**config.mk**
```make
export PLATFORM = sky130hd
export DESIGN_NAME = draw_crown
export DESIGN_NICKNAME = d
export VERILOG_FILES = /design/src/rtl/draw_crown.sv
export SDC_FILE = /design/constraint.sdc
export NUM_CORES = 1
export LEC_CHECK = 0
export ABC_CLOCK_PERIOD_IN_PS = 8000
export BUFFER_PORTS_ARGS = -buffer_cell sky130_fd_sc_hd__buf_2
export CORE_MARGIN = 2
export CORE_UTILIZATION = 30
export CTS_CLUSTER_DIAMETER = 200
export CTS_CLUSTER_SIZE = 16
export DETAILED_ROUTE_END_ITERATION = 10
export PLACE_DENSITY = 0.55
export SLEW_MARGIN = 20
export SYNTH_ARGS = -nofsm -noshare
export SYNTH_HDL_FRONTEND = slang
export SYNTH_SLANG_ARGS = --single-unit
```
**constraint.sdc**
```tcl
create_clock -name clk -period 8 [get_ports clk]
set_clock_uncertainty 0.1 [all_clocks]
set_input_delay 1.6 -clock clk [delete_from_list [all_inputs] [get_ports clk]]
set_output_delay 1.6 -clock clk [all_outputs]
set_load 0.02 [all_outputs]
```
**src/rtl/draw_crown.sv**
```systemverilog
// Crown sprite overlay stage: generates sprite ROM addresses from the beam position,
// composites the 1-cycle-latency ROM colour over the upstream pixel, 3-clk latency.
module draw_crown #(
  parameter int          WIDTH     = 64,
  parameter int          HEIGHT    = 48,
  parameter logic [11:0] KEY_COLOR = 12'h000
) (
  input  logic        clk,
  input  logic        rst,
  input  logic        enable,
  input  logic [10:0] xpos,
  input  logic [10:0] ypos,
  input  logic [10:0] hcount_in,
  input  logic [10:0] vcount_in,
  input  logic        hsync_in,
  input  logic        vsync_in,
  input  logic        hblnk_in,
  input  logic        vblnk_in,
  input  logic [11:0] rgb_in,
  output logic [11:0] rom_addr,
  input  logic [11:0] rom_rgb,
  output logic [10:0] hcount_out,
  output logic [10:0] vcount_out,
  output logic        hsync_out,
  output logic        vsync_out,
  output logic        hblnk_out,
  output logic        vblnk_out,
  output logic [11:0] rgb_out
);

  typedef struct packed {
    logic [10:0] hcount;
    logic [10:0] vcount;
    logic        hsync;
    logic        vsync;
    logic        hblnk;
    logic        vblnk;
  } timing_t;

  timing_t     tim_in;
  timing_t     tim_d1_q, tim_d1_d, tim_d2_q, tim_d2_d, tim_out_q, tim_out_d;
  logic        vblnk_prev_q, vblnk_prev_d;
  logic [10:0] xpos_q, xpos_d, ypos_q, ypos_d;
  logic        in_spr_d1_q, in_spr_d1_d, in_spr_d2_q, in_spr_d2_d;
  logic [11:0] rgb_d1_q, rgb_d1_d, rgb_d2_q, rgb_d2_d, rgb_out_q, rgb_out_d;
  logic [11:0] rom_addr_q, rom_addr_d;

  logic [11:0] h_ext, v_ext, x_ext, y_ext, x_end, y_end, dh, dv;
  logic        in_spr;

  assign tim_in = '{hcount: hcount_in, vcount: vcount_in, hsync: hsync_in,
                    vsync: vsync_in, hblnk: hblnk_in, vblnk: vblnk_in};

  // 12-bit compares so a window reaching past 2047 clips instead of wrapping
  always_comb begin
    h_ext  = {1'b0, hcount_in};
    v_ext  = {1'b0, vcount_in};
    x_ext  = {1'b0, xpos_q};
    y_ext  = {1'b0, ypos_q};
    x_end  = x_ext + 12'(WIDTH);
    y_end  = y_ext + 12'(HEIGHT);
    dh     = h_ext - x_ext;
    dv     = v_ext - y_ext;
    in_spr = enable & ~hblnk_in & ~vblnk_in &
             (h_ext >= x_ext) & (h_ext < x_end) &
             (v_ext >= y_ext) & (v_ext < y_end);
  end

  always_comb begin
    vblnk_prev_d = vblnk_in;
    xpos_d       = xpos_q;
    ypos_d       = ypos_q;
    if (vblnk_in && !vblnk_prev_q) begin
      xpos_d = xpos;
      ypos_d = ypos;
    end

    rom_addr_d  = in_spr ? (dv * 12'(WIDTH) + dh) : 12'h000;
    in_spr_d1_d = in_spr;
    tim_d1_d    = tim_in;
    rgb_d1_d    = rgb_in;

    in_spr_d2_d = in_spr_d1_q;
    tim_d2_d    = tim_d1_q;
    rgb_d2_d    = rgb_d1_q;

    tim_out_d   = tim_d2_q;
    rgb_out_d   = (in_spr_d2_q && (rom_rgb != KEY_COLOR)) ? rom_rgb : rgb_d2_q;
  end

  always_ff @(posedge clk or posedge rst) begin
    if (rst) begin
      vblnk_prev_q <= 1'b0;
      xpos_q       <= '0;
      ypos_q       <= '0;
      rom_addr_q   <= '0;
      in_spr_d1_q  <= 1'b0;
      in_spr_d2_q  <= 1'b0;
      tim_d1_q     <= '0;
      tim_d2_q     <= '0;
      tim_out_q    <= '0;
      rgb_d1_q     <= '0;
      rgb_d2_q     <= '0;
      rgb_out_q    <= '0;
    end else begin
      vblnk_prev_q <= vblnk_prev_d;
      xpos_q       <= xpos_d;
      ypos_q       <= ypos_d;
      rom_addr_q   <= rom_addr_d;
      in_spr_d1_q  <= in_spr_d1_d;
      in_spr_d2_q  <= in_spr_d2_d;
      tim_d1_q     <= tim_d1_d;
      tim_d2_q     <= tim_d2_d;
      tim_out_q    <= tim_out_d;
      rgb_d1_q     <= rgb_d1_d;
      rgb_d2_q     <= rgb_d2_d;
      rgb_out_q    <= rgb_out_d;
    end
  end

  assign rom_addr   = rom_addr_q;
  assign hcount_out = tim_out_q.hcount;
  assign vcount_out = tim_out_q.vcount;
  assign hsync_out  = tim_out_q.hsync;
  assign vsync_out  = tim_out_q.vsync;
  assign hblnk_out  = tim_out_q.hblnk;
  assign vblnk_out  = tim_out_q.vblnk;
  assign rgb_out    = rgb_out_q;

endmodule

```
======== Word level (Yosys, flattened, before mapping) ========
Index checks and enable logic that the tools add are counted.
storage, ports and cells
  register bits ........................... 150
  input bits .............................. 75
  output and inout port bits .............. 50
  logic and storage cells ................. 49
operators by class
  add/subtract/negate cells ............... 5
  order comparisons ....................... 4
  muxes and demuxes ....................... 2
  bitwise logic cells ..................... 8
  reduce and logical (&&, ||, !) cells .... 4
operators by type and width
  operator                                        count
  less-than comparator 11 x 12 -> 1 bit           2
  two-way mux 12 bit                              2
  greater-or-equal comparator 11 bit              2
  adder 11 x 6 -> 12 bit (second input constant)  1
  adder 11 x 7 -> 12 bit (second input constant)  1
  adder 12 bit                                    1
  nonzero test 12 bit                             1
  subtractor 11 x 11 -> 12 bit                    1
  AND 1 bit                                       6
  subtractor 6 bit                                1
  logical AND 1 bit                               2
  NOT 1 bit                                       2
  zero test 1 bit                                 1

======== Depth between registers and ports, before layout ========
  depth after elaboration ................. 8
  mapped depth ............................ 14
  mapped depth without buffers ............ 14

======== Worst setup path before layout ========
Ideal clock, no wire load.
  kind .................................... input port to flip-flop
  start point ............................. input port vcount_in[0]
  end point ............................... register rom_addr_q[11] (netlist: rom_addr[11])
  library setup time ...................... 118 ps
  arrival ................................. 4,130 ps
  data required time ...................... 7,782 ps
  slack ................................... 3,652 ps
  stages .................................. 13
  path buffers ............................ 0
  path through ............................ inv_1 ha_1 inv_1 fa_1 xor2_1 fa_1 ha_1 nand3_1 nor3b_1 a2111o_1 a21oi_1 xor2_1 nor2_1
on the way
  longest elaborated chain between the ends .. 4
  elaborated cells between the ends (all ways) .. 7
  those cells by class .................... add/sub (2); order compare (2); mux (1); bitwise (2)
RTL lines
  item                                                                  line  RTL
  start, declared                                                       14    input logic [10:0] vcount_in,
  parallel branches: the longest is 3 deep, another holds adder 12 bit  n/a
  two-way mux 12 bit (*)                                                78    rom_addr_d = in_spr ? (dv * 12'(WIDTH) + dh) : 12'h000;
  via rom_addr_d[11]                                                    46    logic [11:0] rom_addr_q, rom_addr_d;
  end signal, assigned                                                  109   rom_addr_q <= rom_addr_d;
  end, declared                                                         46
Mark *: on every way through the listed nets, which the timed path passes.
A chain may end at the register's enable or synchronous reset.

======== Final worst setup path ========
  start point ............................. input port vcount_in[1]
  end point ............................... register rom_addr_q[11] (netlist: rom_addr[11])
The elaborated chain is that of the path after synthesis.

==> metrics.yaml <==
worst_setup_path:
  path_cells: "buf_2, ha_1, nor2b_1, o211ai_1, and3_1, fa_1, ha_1, nand3_1, nor3b_1, a2111o_1, a21oi_1, xor2_1, nor2_1"
  worst_path_largest_cell_delay_ps: 420
  worst_path_most_repeated_cell: "ha_1"
  cp_max_fo: 4
  cp_slowest_cell: "fa_1"
  r2r_slack_ps: 4610
  crit_type: "in2reg"
  critPathBufInv: 1
  cp.arrival_ps: 4440
  required_ps: 8200
  startpoint_type: "input pin"
  end_kind: "register"
  crit_family: "adder cells"
timing:
  tns_ps: 0
  worst_pin_slew_ps: 909
  setup_viol: 0
  rsz0062_at_grt: "false"
  holdWs_ps: 247
  relSlewSlack_pct: 39.4
  min_period_ps: 4230
  max_freq_ghz: 0.236
  final_hold_viol_count: 0
  post-route-period-util_pct: 52.9
  maxSlewViolCount: 0
placement:
  dp.cells: 840
  place.gp.congestion: 0.821
  dp.final_hpwl_um: 9540
  io_buffers: 124
grt:
  grt_antenna_before_repair: 4
  grt.total_usage_pct: 12.5
  grt_overflow_total: 0
  grt_pass1_vias: 4096
  grt_max_degree: 77
  grt_first_pass_wirelength_um: 20500
detailed_routing:
  post_drt_wl_per_cell_um: 14.4
  vias: 3794
  ant_nets: 0
  avgViaCountPerCell: 4.35
  first_pass_iters: 4
  drc: 0
  totalWireLength_um: 12500
  drt_iter0_markers: 140
yosys:
  async_flop_share_pct: 100
  synth_edf_count: 0
  synth_cell_types: 43
  syn-cell-area_um2: 5990
  syn_avg_cell_area_um2: 13.1
  syn-num-nets: 589
  ys_warn_count: 0
  ys_seq_elements: 150
  ys_seq_area_share_pct: 62.6
  synthCells: 456
  synth_ff_type: "dfrtp_1"
clock_tree:
  cts_tree: "built"
  post_cts_buffers: 0
  clock_latency_ps: 420
  clk_path_buf_depth: 2
  htree_levels: 4
  cts_buffers: 17
  cts-root-buf: "clkbuf_16"
  cts_sinks: 150
  holdBufCountCts: 0
  post_cts_resized: 0
  clk_pin_slew_ps: 60
cells_and_area:
  finalNetCount: 727
  stdcell_count: 872
  drive_above_1_share_pct: 30.5
  n_antenna_cell: 0
  area_delta_synth_final_pct: 26.9
floorplanning:
  fp.coreArea_um2: 19500
  die_h_um: 145
  start_util_pct: 30.7
  die_area_um2: 21100
  die_w_um: 145
  ios: 125
  rows: 51
power:
  power_density_nw_per_um2: 276
  worst_ir_drop_vdd_uv: 145
  leakagePower_nw: 3.68
run:
  drv_cap: 0
min_path:
  worstHoldPathType: "reg2reg"
run_status:
  status: "complete, no violations"
-- registers in the layout, indices dropped and copies added, names as in the netlist, 12 cells and up --
name and flops:
rgb_d2_q 12, rgb_d1_q 12, rom_addr 12, rgb_out 12, tim_d2_q 26, tim_d1_q 25
-- cell type report --
cell class              count  area [um^2]
clock buffers              17          425
clock inverters            15          239
fillers                  1886        11900
inverters                  43          166
multi-input cells         256         2050
flip-flops and latches    150         3750
well taps                 265          332
repair buffers            126          636
-- worst paths after layout --
kind / cells past startpoint / from / to
max in group asynchronous: 3 / rst / rgb_d2_q[2]
setup reg to reg: 13 / ypos_q[1] / rom_addr[11]
setup / recovery: 13 / vcount_in[1] / rom_addr[11]
hold reg to reg: 0 / tim_d1_q[2] / tim_d2_q[2]
min in group asynchronous: 2 / rst / tim_d2_q[2]
hold / removal: 0 / tim_d1_q[2] / tim_d2_q[2]
-- Yosys cell counts, drive strengths merged (3+ instances only) --
master,number,share of area [%]
a211oi,3,0.38
a21o,8,1.0
a21oi,15,1.3
a31oi,6,0.63
and3,5,0.54
clkbuf,6,0.38
dfrtp,150,63
fa,12,4.0
ha,46,9.6
inv,43,2.7
mux2,14,2.6
nand2,31,1.9
nand2b,4,0.42
nand3,9,0.75
nor2,18,1.1
nor2b,6,0.63
nor3,6,0.50
nor4,4,0.42
o21ai,30,2.5
xnor2,11,1.6
xor2,8,1.2
-- layer usage --
metal | global-route usage [%] | vias to the layer above | routed length, um
met3 | 4.11 | 25 | 717
li1 | - | 1818 | -
met5 | 0 | - | 13
met4 | 5.34 | 2 | 277
met1 | 15.3 | 1841 | 5730
met2 | 20.2 | 108 | 5800
-- power by group --
part / internal, mW / switching [mW]
Clock: 0.563 / 0.323
Sequential: 0.804 / 0.0185
Combinational: 0.170 / 0.221
-- metrics by stage --
stage | cell area, um^2 | total power, mW | utilization [%] | setup slack [ps]
after floorplan | 5990 | 1.12 | - | 2260
after global placement | 6930 | 1.22 | 35.5 | 3350
after detailed placement | 6940 | 1.23 | 35.5 | 3360
after CTS | 7600 | 2.13 | 38.9 | 3780
after global routing | 7600 | 2.22 | 38.9 | 3620
final | 7600 | 2.10 | 38.9 | 3770
-- kinds of logic (layout without fill, tap and decap cells) --
kind of cell | after synthesis | count (layout) | share of synthesized area [%]
compound gates | 76 | 76 | 8.00
xor+xnor | 19 | 19 | 2.78
fa+ha+maj | 58 | 58 | 13.6
buf+inv | 50 | 201 | 3.26
flops | 150 | 150 | 62.6
mux | 14 | 14 | 2.63
simple gates | 89 | 89 | 7.10
-- cell usage in the layout, fill, tap and decap left out, types with 3 or more instances in the layout --
cell type and instances:
xnor2_1 11, buf_2 124, fa_1 12, nand2b_1 4, xor2_1 8, a211oi_1 3, nor2_1 18, nor2b_1 5
nor4_1 4, bufinv_16 5, inv_6 6, dfrtp_1 150, a21oi_1 14, a21o_1 6, inv_1 42, clkbuf_16 17
o21ai_0 30, nand3_1 9, ha_1 46, nand2_1 31, clkinvlp_4 3, mux2_2 14, and3_1 4, nor3_1 6
a31oi_1 5
(Power assumes the default switching activity.)
